File: src/rtl/uart_frame_parser_pkg.sv
// Shared types and constants for the UART frame parser.
// ST_CSUM exists only when UART_FRAME_CHECKSUM_EN is defined.
package uart_frame_pkg;

    localparam int unsigned DATA_W = 8;
    localparam logic [DATA_W-1:0] SOF_DEFAULT = 8'hA5;

    typedef enum logic [1:0] {
        ST_IDLE,
        ST_LEN,
        ST_PAYLOAD
`ifdef UART_FRAME_CHECKSUM_EN
        , ST_CSUM
`endif
    } state_e;

    typedef enum logic [1:0] {
        ERR_NONE    = 2'd0,
        ERR_LEN     = 2'd1,
        ERR_CSUM    = 2'd2,
        ERR_TIMEOUT = 2'd3
    } err_e;

endpackage

File: src/rtl/uart_frame_parser_if.sv
// RX FIFO pop port plus the payload valid/ready stream of the frame parser.
interface uart_frame_parser_if;
    import uart_frame_pkg::*;

    logic              rx_empty;
    logic [DATA_W-1:0] r_data;
    logic              rd_uart;
    logic              m_valid;
    logic [DATA_W-1:0] m_data;
    logic              m_last;
    logic              m_ready;

    // master = parser side, slave = FIFO/downstream side
    modport master (
        input  rx_empty, r_data, m_ready,
        output rd_uart, m_valid, m_data, m_last
    );
    modport slave (
        output rx_empty, r_data, m_ready,
        input  rd_uart, m_valid, m_data, m_last
    );

endinterface

File: src/rtl/uart_frame_parser_timeout.sv
// Inter-byte idle counter; expired_c pulses when the incremented count hits timeout_value.
module uart_frame_timeout #(
    parameter int unsigned n_timeout = 16
) (
    input  logic                 clk,
    input  logic                 reset,
    input  logic                 clear,
    input  logic                 inc,
    input  logic [n_timeout-1:0] timeout_value,
    output logic                 expired_c
);

    logic [n_timeout-1:0] cnt_q, cnt_d, cnt_inc;

    always_comb begin
        cnt_inc   = cnt_q + n_timeout'(1);
        cnt_d     = cnt_q;
        expired_c = 1'b0;
        if (clear) begin
            cnt_d = '0;
        end else if (inc) begin
            cnt_d     = cnt_inc;
            // zero timeout_value disables the compare
            expired_c = (timeout_value != '0) && (cnt_inc == timeout_value);
        end
    end

    always_ff @(posedge clk) begin
        if (reset) cnt_q <= '0;
        else       cnt_q <= cnt_d;
    end

endmodule

File: src/rtl/uart_frame_parser.sv
// Frame parser above the UART RX FIFO: SOF hunt, length check, payload stream, status pulses.
// Define UART_FRAME_CHECKSUM_EN to add the trailing checksum byte and its check.
module uart_frame_parser
    import uart_frame_pkg::*;
#(
    parameter int unsigned                n_data_bits = 8,
    parameter int unsigned                MAX_LEN     = 16,
    parameter logic [n_data_bits-1:0]     SOF         = SOF_DEFAULT,
    parameter int unsigned                n_timeout   = 16
) (
    input  logic                 clk,
    input  logic                 reset,
    uart_frame_parser_if.master  bus,
    input  logic [n_timeout-1:0] timeout_value,
    output logic                 frame_done,
    output logic                 frame_err,
    output logic [1:0]           err_code
);

    localparam int unsigned W = n_data_bits;

    state_e         state_q, state_d;
    logic [W-1:0]   len_q, len_d;
    logic [W-1:0]   cnt_q, cnt_d;
`ifdef UART_FRAME_CHECKSUM_EN
    logic [W-1:0]   sum_q, sum_d;
`endif
    logic           m_valid_q, m_valid_d;
    logic [W-1:0]   m_data_q, m_data_d;
    logic           m_last_q, m_last_d;
    logic           frame_done_q, frame_done_d;
    logic           frame_err_q, frame_err_d;
    logic [1:0]     err_code_q, err_code_d;

    logic can_take_c, pop_c, in_frame_c, last_c, expired_c;

    // PAYLOAD only pops when the output register is free
    always_comb begin
        can_take_c = (state_q == ST_PAYLOAD) ? (!m_valid_q || bus.m_ready) : 1'b1;
        pop_c      = !reset && !bus.rx_empty && can_take_c;
        in_frame_c = (state_q != ST_IDLE);
        last_c     = (cnt_q == len_q - W'(1));
    end

    uart_frame_timeout #(.n_timeout(n_timeout)) u_timeout (
        .clk           (clk),
        .reset         (reset),
        .clear         (pop_c || !in_frame_c),
        .inc           (in_frame_c && bus.rx_empty),
        .timeout_value (timeout_value),
        .expired_c     (expired_c)
    );

    always_comb begin
        state_d      = state_q;
        len_d        = len_q;
        cnt_d        = cnt_q;
`ifdef UART_FRAME_CHECKSUM_EN
        sum_d        = sum_q;
`endif
        m_valid_d    = m_valid_q && !bus.m_ready;
        m_data_d     = m_data_q;
        m_last_d     = m_last_q && m_valid_d;
        frame_done_d = 1'b0;
        frame_err_d  = 1'b0;
        err_code_d   = err_code_q;

        case (state_q)
            ST_IDLE: begin
                if (pop_c && (bus.r_data == SOF)) state_d = ST_LEN;
            end
            ST_LEN: begin
                if (pop_c) begin
                    len_d = bus.r_data;
                    if ((bus.r_data == '0) || (bus.r_data > W'(MAX_LEN))) begin
                        frame_err_d = 1'b1;
                        err_code_d  = ERR_LEN;
                        state_d     = ST_IDLE;
                    end else begin
                        cnt_d   = '0;
`ifdef UART_FRAME_CHECKSUM_EN
                        sum_d   = bus.r_data;
`endif
                        state_d = ST_PAYLOAD;
                    end
                end
            end
            ST_PAYLOAD: begin
                if (pop_c) begin
                    m_valid_d = 1'b1;
                    m_data_d  = bus.r_data;
                    m_last_d  = last_c;
                    cnt_d     = cnt_q + W'(1);
`ifdef UART_FRAME_CHECKSUM_EN
                    sum_d     = sum_q + bus.r_data;
                    if (last_c) state_d = ST_CSUM;
`else
                    if (last_c) begin
                        frame_done_d = 1'b1;
                        state_d      = ST_IDLE;
                    end
`endif
                end
            end
`ifdef UART_FRAME_CHECKSUM_EN
            ST_CSUM: begin
                if (pop_c) begin
                    if (W'(sum_q + bus.r_data) == '0) begin
                        frame_done_d = 1'b1;
                    end else begin
                        frame_err_d = 1'b1;
                        err_code_d  = ERR_CSUM;
                    end
                    state_d = ST_IDLE;
                end
            end
`endif
            default: state_d = ST_IDLE;
        endcase

        // expiry only happens with an empty FIFO, so it never collides with a pop
        if (expired_c) begin
            frame_err_d = 1'b1;
            err_code_d  = ERR_TIMEOUT;
            state_d     = ST_IDLE;
        end
    end

    always_ff @(posedge clk) begin
        if (reset) begin
            state_q      <= ST_IDLE;
            len_q        <= '0;
            cnt_q        <= '0;
`ifdef UART_FRAME_CHECKSUM_EN
            sum_q        <= '0;
`endif
            m_valid_q    <= 1'b0;
            m_data_q     <= '0;
            m_last_q     <= 1'b0;
            frame_done_q <= 1'b0;
            frame_err_q  <= 1'b0;
            err_code_q   <= '0;
        end else begin
            state_q      <= state_d;
            len_q        <= len_d;
            cnt_q        <= cnt_d;
`ifdef UART_FRAME_CHECKSUM_EN
            sum_q        <= sum_d;
`endif
            m_valid_q    <= m_valid_d;
            m_data_q     <= m_data_d;
            m_last_q     <= m_last_d;
            frame_done_q <= frame_done_d;
            frame_err_q  <= frame_err_d;
            err_code_q   <= err_code_d;
        end
    end

    assign bus.rd_uart = pop_c;
    assign bus.m_valid = m_valid_q;
    assign bus.m_data  = m_data_q;
    assign bus.m_last  = m_last_q;
    assign frame_done  = frame_done_q;
    assign frame_err   = frame_err_q;
    assign err_code    = err_code_q;

endmodule

File: src/flat_wrapper.sv
// flat-port wrapper written by rule: the top's interface ports become plain ports
module uart_frame_parser_flat import uart_frame_pkg::*;
#(
    parameter int unsigned                n_data_bits = 8,
    parameter int unsigned                MAX_LEN     = 16,
    parameter logic [n_data_bits-1:0]     SOF         = SOF_DEFAULT,
    parameter int unsigned                n_timeout   = 16
)
  (clk, reset, timeout_value, frame_done, frame_err, err_code, bus_rx_empty, bus_r_data, bus_m_ready, bus_rd_uart, bus_m_valid, bus_m_data, bus_m_last);
  uart_frame_parser_if bus_i ();
  input  logic clk;
  input  logic reset;
  input  logic [n_timeout-1:0] timeout_value;
  output logic frame_done;
  output logic frame_err;
  output logic [1:0] err_code;
  input wire logic [$bits(bus_i.rx_empty)-1:0] bus_rx_empty;
  input wire logic [$bits(bus_i.r_data)-1:0] bus_r_data;
  input wire logic [$bits(bus_i.m_ready)-1:0] bus_m_ready;
  output wire logic [$bits(bus_i.rd_uart)-1:0] bus_rd_uart;
  output wire logic [$bits(bus_i.m_valid)-1:0] bus_m_valid;
  output wire logic [$bits(bus_i.m_data)-1:0] bus_m_data;
  output wire logic [$bits(bus_i.m_last)-1:0] bus_m_last;
  assign bus_i.rx_empty = bus_rx_empty;
  assign bus_i.r_data = bus_r_data;
  assign bus_i.m_ready = bus_m_ready;
  assign bus_rd_uart = bus_i.rd_uart;
  assign bus_m_valid = bus_i.m_valid;
  assign bus_m_data = bus_i.m_data;
  assign bus_m_last = bus_i.m_last;
  uart_frame_parser #(.n_data_bits(n_data_bits), .MAX_LEN(MAX_LEN), .SOF(SOF), .n_timeout(n_timeout)) u_core (.clk(clk), .reset(reset), .bus(bus_i), .timeout_value(timeout_value), .frame_done(frame_done), .frame_err(frame_err), .err_code(err_code));
endmodule
File: config.mk
export PLATFORM = sky130hd
export DESIGN_NAME = uart_frame_parser_flat
export DESIGN_NICKNAME = d
export VERILOG_FILES = /design/src/rtl/uart_frame_parser_pkg.sv /design/src/rtl/uart_frame_parser_if.sv /design/src/rtl/uart_frame_parser_timeout.sv /design/src/rtl/uart_frame_parser.sv /design/src/flat_wrapper.sv
export SDC_FILE = /design/constraint.sdc
export NUM_CORES = 1
export LEC_CHECK = 0
export CELL_PAD_IN_SITES_DETAIL_PLACEMENT = 1
export CELL_PAD_IN_SITES_GLOBAL_PLACEMENT = 2
export CORE_UTILIZATION = 31
export CTS_CLUSTER_DIAMETER = 40
export DETAILED_ROUTE_END_ITERATION = 12
export MAX_ROUTING_LAYER = met4
export PLACE_DENSITY_LB_ADDON = 0.2
export SLEW_MARGIN = 25
export SYNTH_ARGS = -nofsm -noshare
export SYNTH_HDL_FRONTEND = slang
export SYNTH_SLANG_ARGS = --single-unit
File: constraint.sdc
create_clock -name clk -period 2.79 [get_ports clk]
set_input_delay 0.279 -clock clk [delete_from_list [all_inputs] [get_ports clk]]
set_output_delay 0.279 -clock clk [all_outputs]
set_load 0.005 [all_outputs]
==> results by group <==
Power
  • Power Dens Cells: 382 nW/um^2
  • Clock Power Share: 40.8%
  • Internal power: 1.01 mW
  • Switch share: 23.6%
  • Total chip power: 1.32 mW
  • Sequential Power Share: 51.8%
  • Worst vdd ir: 0.205 mV
  • Net Switching: 0.311 mW
  • Pleak: 1.09 nW
  • Comb power frac: 7.4%

GRT
  • First-pass GRT wire length: 13000 um
  • Largest net degree at the start of global routing: 18
  • Vias in the first global route: 2655
  • Initial antenna violation count: 0
  • GRT Util Overall: 17.5%
  • Congestion Overflow GR: 0

Synth
  • Mapped Area: 2780 um^2
  • Yosys reg bits: 48
  • Mapped Nets: 381
  • Top cells by area, synth: dfxtp_1 35%, xnor2_1 11%, nand2_1 5.4%
  • Avg Cell Area, Syn: 7.97 um^2
  • Area leader, netlist: dfxtp_1
  • Cells after Synth: 349
  • Unique masters post-synth: 48
  • Sequential element share of the synthesized area: 34.5%
  • Async SR Flop Fraction: 0%
  • Top FF cell, synth: dfxtp_1
  • Synth warn: 0
  • Post-synth top area share: 34.5%
  • Post-synth EDFFs: 0

STA
  • Clock skew: 14.2 ps
  • Final Max Slew Viols: 0
  • Final setup TNS: 0 ps
  • Fin crit share: 90.1%
  • Max Fclk: 398 MHz
  • Final Hold Fails: 0
  • Worst hold slack: 464 ps
  • RSZ-0062 raised after global routing: false
  • Rel. slew slack: 57.5%
  • Worst-Margin Slew: 637 ps
  • Final setup viols: 0
  • Min Tclk post-route: 2510 ps

Finish
  • Number of diodes: 0
  • Seq. cell area: 961 um^2
  • Synth-to-Final Area Change: 24.3%
  • Fillers: 1056
  • Post-route cell area: 3460 um^2
  • Final #Nets: 422
  • Layout cells sized above 1: 6.91%
  • Area of the multi-input gates: 1700 um^2

Routing
  • Vias: 2607
  • Vias per cell: 5.22
  • DRC: 0
  • Number of antenna-violating nets in the routed design: 0
  • Drt pass-1 iters: 4
  • Routed wire per std cell: 15.5 um
  • Initial DRC count: 67
  • Wirelength, routed: 7720 um

Clock tree
  • H-tree Lvls: 2
  • CTS Hold Bufs: 0
  • Deepest clock path buffer count: 2
  • Clock Tree Root: clkbuf_8
  • TritonCTS buffer count: 5
  • Post-CTS Resized: 0
  • Worst skew pair latency: 310 ps
  • Post-CTS setup buffers: 0
  • Clk pin slew, worst setup/hold paths: 100 ps
  • CTS Sinks: 48
  • CTS tree: yes

Setup path
  • Reg2reg start: u_core.u_timeout.cnt_q[1]$_SDFFE_PP0P_
  • Worst path required time: 3040 ps
  • Crit end category: flop
  • Startpoint types: flop
  • Worst Path Arrival: 2760 ps
  • CP Class: reg2reg
  • Worst setup path endpoint: u_core.err_code[0]$_SDFFE_PP0P_
  • R2R Setup Slk: 280 ps
  • Reg2Reg Depth: 7
  • RR Endpoint: u_core.err_code[0]$_SDFFE_PP0P_
  • Crit path max fanout: 6
  • Crit-path slowest cell: or4b_4
  • Worst path cell trace: ha_1 > nand3_1 > nor3_2 > xnor2_1 > or4_1 > or4b_4 > nand3_1
  • Crit-path max cell delay: 520 ps
  • CP Launch Point: u_core.u_timeout.cnt_q[1]$_SDFFE_PP0P_
  • CP dominant cell by count: nand3_1

Floorplanning
  • Die H: 96.7 um
  • Num ports: 43
  • Die W: 96.7 um
  • Die ar.: 9360 um^2
  • Row count: 34
  • Core box area: 8720 um^2
  • Starting Density: 31.9%

Run status
  • Status: complete, no violations

Place
  • Port Buffers: 42
  • Placed cell area: 3340 um^2
  • Hpwl dp: 5920 um
  • Routability Congestion: 0.800

Min path
  • Worst min path class: reg2reg

Job
  • Max Cap Viol: 0
==> routing by layer <==
metal / GRT usage (%) / share of wire, %
met1: 21.4 / 47
met2: 30.0 / 50
met3: 3.03 / 1.9
met4: 4.13 / 0.91
met5: - / 0
==> power groups by stage <==
stage	sequential, mW	combinational (mW)	clock (mW)
2_1_floorplan	0.701	0.0345	0
3_3_place_gp	0.701	0.0982	0
3_5_place_dp	0.701	0.0984	0
4_1_cts	0.685	0.0992	0.564
5_1_grt	0.685	0.106	0.583
6_report	0.685	0.0983	0.539
==> synthesized netlist by cell type, types with 3 or more instances <==
cell and count:
inv_1 6, o21ai_0 10, buf_2 7, ha_1 4, a21oi_1 20, nor2_1 31, nand3b_1 3, nand2b_1 13
nand4_1 8, nor3_1 12, or3_1 5, nor4_1 14, nand2_1 40, clkbuf_1 13, a211oi_1 5, dfxtp_1 48
xor2_1 14, xnor2_1 36, nand3_1 21
==> cell usage in the layout (no fill, tap or decap), types with 3 or more instances in the layout <==
| cell type | count |
|---|---|
| a211oi_1 | 5 |
| nand3_1 | 21 |
| nor4_1 | 14 |
| xor2_1 | 14 |
| nand3b_1 | 3 |
| clkdlybuf4s50_1 | 42 |
| xnor2_1 | 36 |
| o21ai_0 | 10 |
| inv_1 | 6 |
| ha_1 | 4 |
| nand2_1 | 40 |
| nor3_1 | 12 |
| or3_1 | 5 |
| a21oi_1 | 20 |
| nand4_1 | 8 |
| buf_4 | 14 |
| dfxtp_1 | 48 |
| nand2b_1 | 13 |
| nor2_1 | 31 |
| clkbuf_8 | 5 |
==> logic make-up (layout without fill, tap and decap cells) <==
kind of cell	Yosys count	count (layout)	share of synthesized area (%)
AO/OA/AOI/OAI	53	53	12.1
XOR/XNOR	50	50	15.7
adder cells (fa/ha/maj)	4	4	1.80
buffers and inverters	28	70	4.36
flip-flops	48	48	34.5
multiplexers	2	2	0.719
AND/OR/NAND/NOR	164	164	30.8
==> stage by stage <==
step,util (%),setup WS [ps],instances
after CTS,39.7,266,499
after global routing,39.7,137,499
final,39.7,277,499
after global placement,38.4,220,491
after detailed placement,38.4,168,491
after floorplan,-,559,349
==> worst max-delay path, delay by kind of cell (launching register included) <==
family,cells,cell delay [ps]
adders and majority gates,1,280
DFF,1,440
and+or+nand+nor,5,1620
xor gates and xnor gates,1,110
==> how the worst min path moves through the flow <==
stage | endpoint | cells after the start | slack [ps] | start
floorplan | u_core.len_q[0]$_SDFFE_PP0P_ | 2 | 390 | bus_r_data[0]
global placement | u_core.bus.m_data[6]$_SDFFE_PP0P_ | 2 | 440 | u_core.bus.m_data[6]$_SDFFE_PP0P_
detailed placement | u_core.bus.m_data[2]$_SDFFE_PP0P_ | 2 | 450 | u_core.bus.m_data[2]$_SDFFE_PP0P_
CTS | u_core.bus.m_data[6]$_SDFFE_PP0P_ | 2 | 470 | u_core.bus.m_data[6]$_SDFFE_PP0P_
global route | u_core.bus.m_last$_SDFF_PP0_ | 2 | 490 | u_core.bus.m_last$_SDFF_PP0_
finish | u_core.bus.m_data[6]$_SDFFE_PP0P_ | 2 | 460 | u_core.bus.m_data[6]$_SDFFE_PP0P_
==> state kept, by name, summed over array words and instances (netlist names) <==
name                    cells
u_core.bus.m_valid          1
u_core.frame_err            1
u_core.bus.m_last           1
u_core.err_code             2
u_core.u_timeout.cnt_q     16
u_core.state_q              2
u_core.len_q                8
u_core.cnt_q                8
u_core.bus.m_data           8
u_core.frame_done           1
==> final cells by class <==
class                           instances  share of cell area [%]
Clock buffer                            5                    1.99
Clock inverter                          3                    1.34
Inverter                                6                   0.651
Multi-Input combinational cell        273                    49.2
Sequential cell                        48                    27.8
Tap cell                              108                    3.91
Timing Repair Buffer                   56                    15.2
Note: power is estimated with default switching activity, not from simulation.
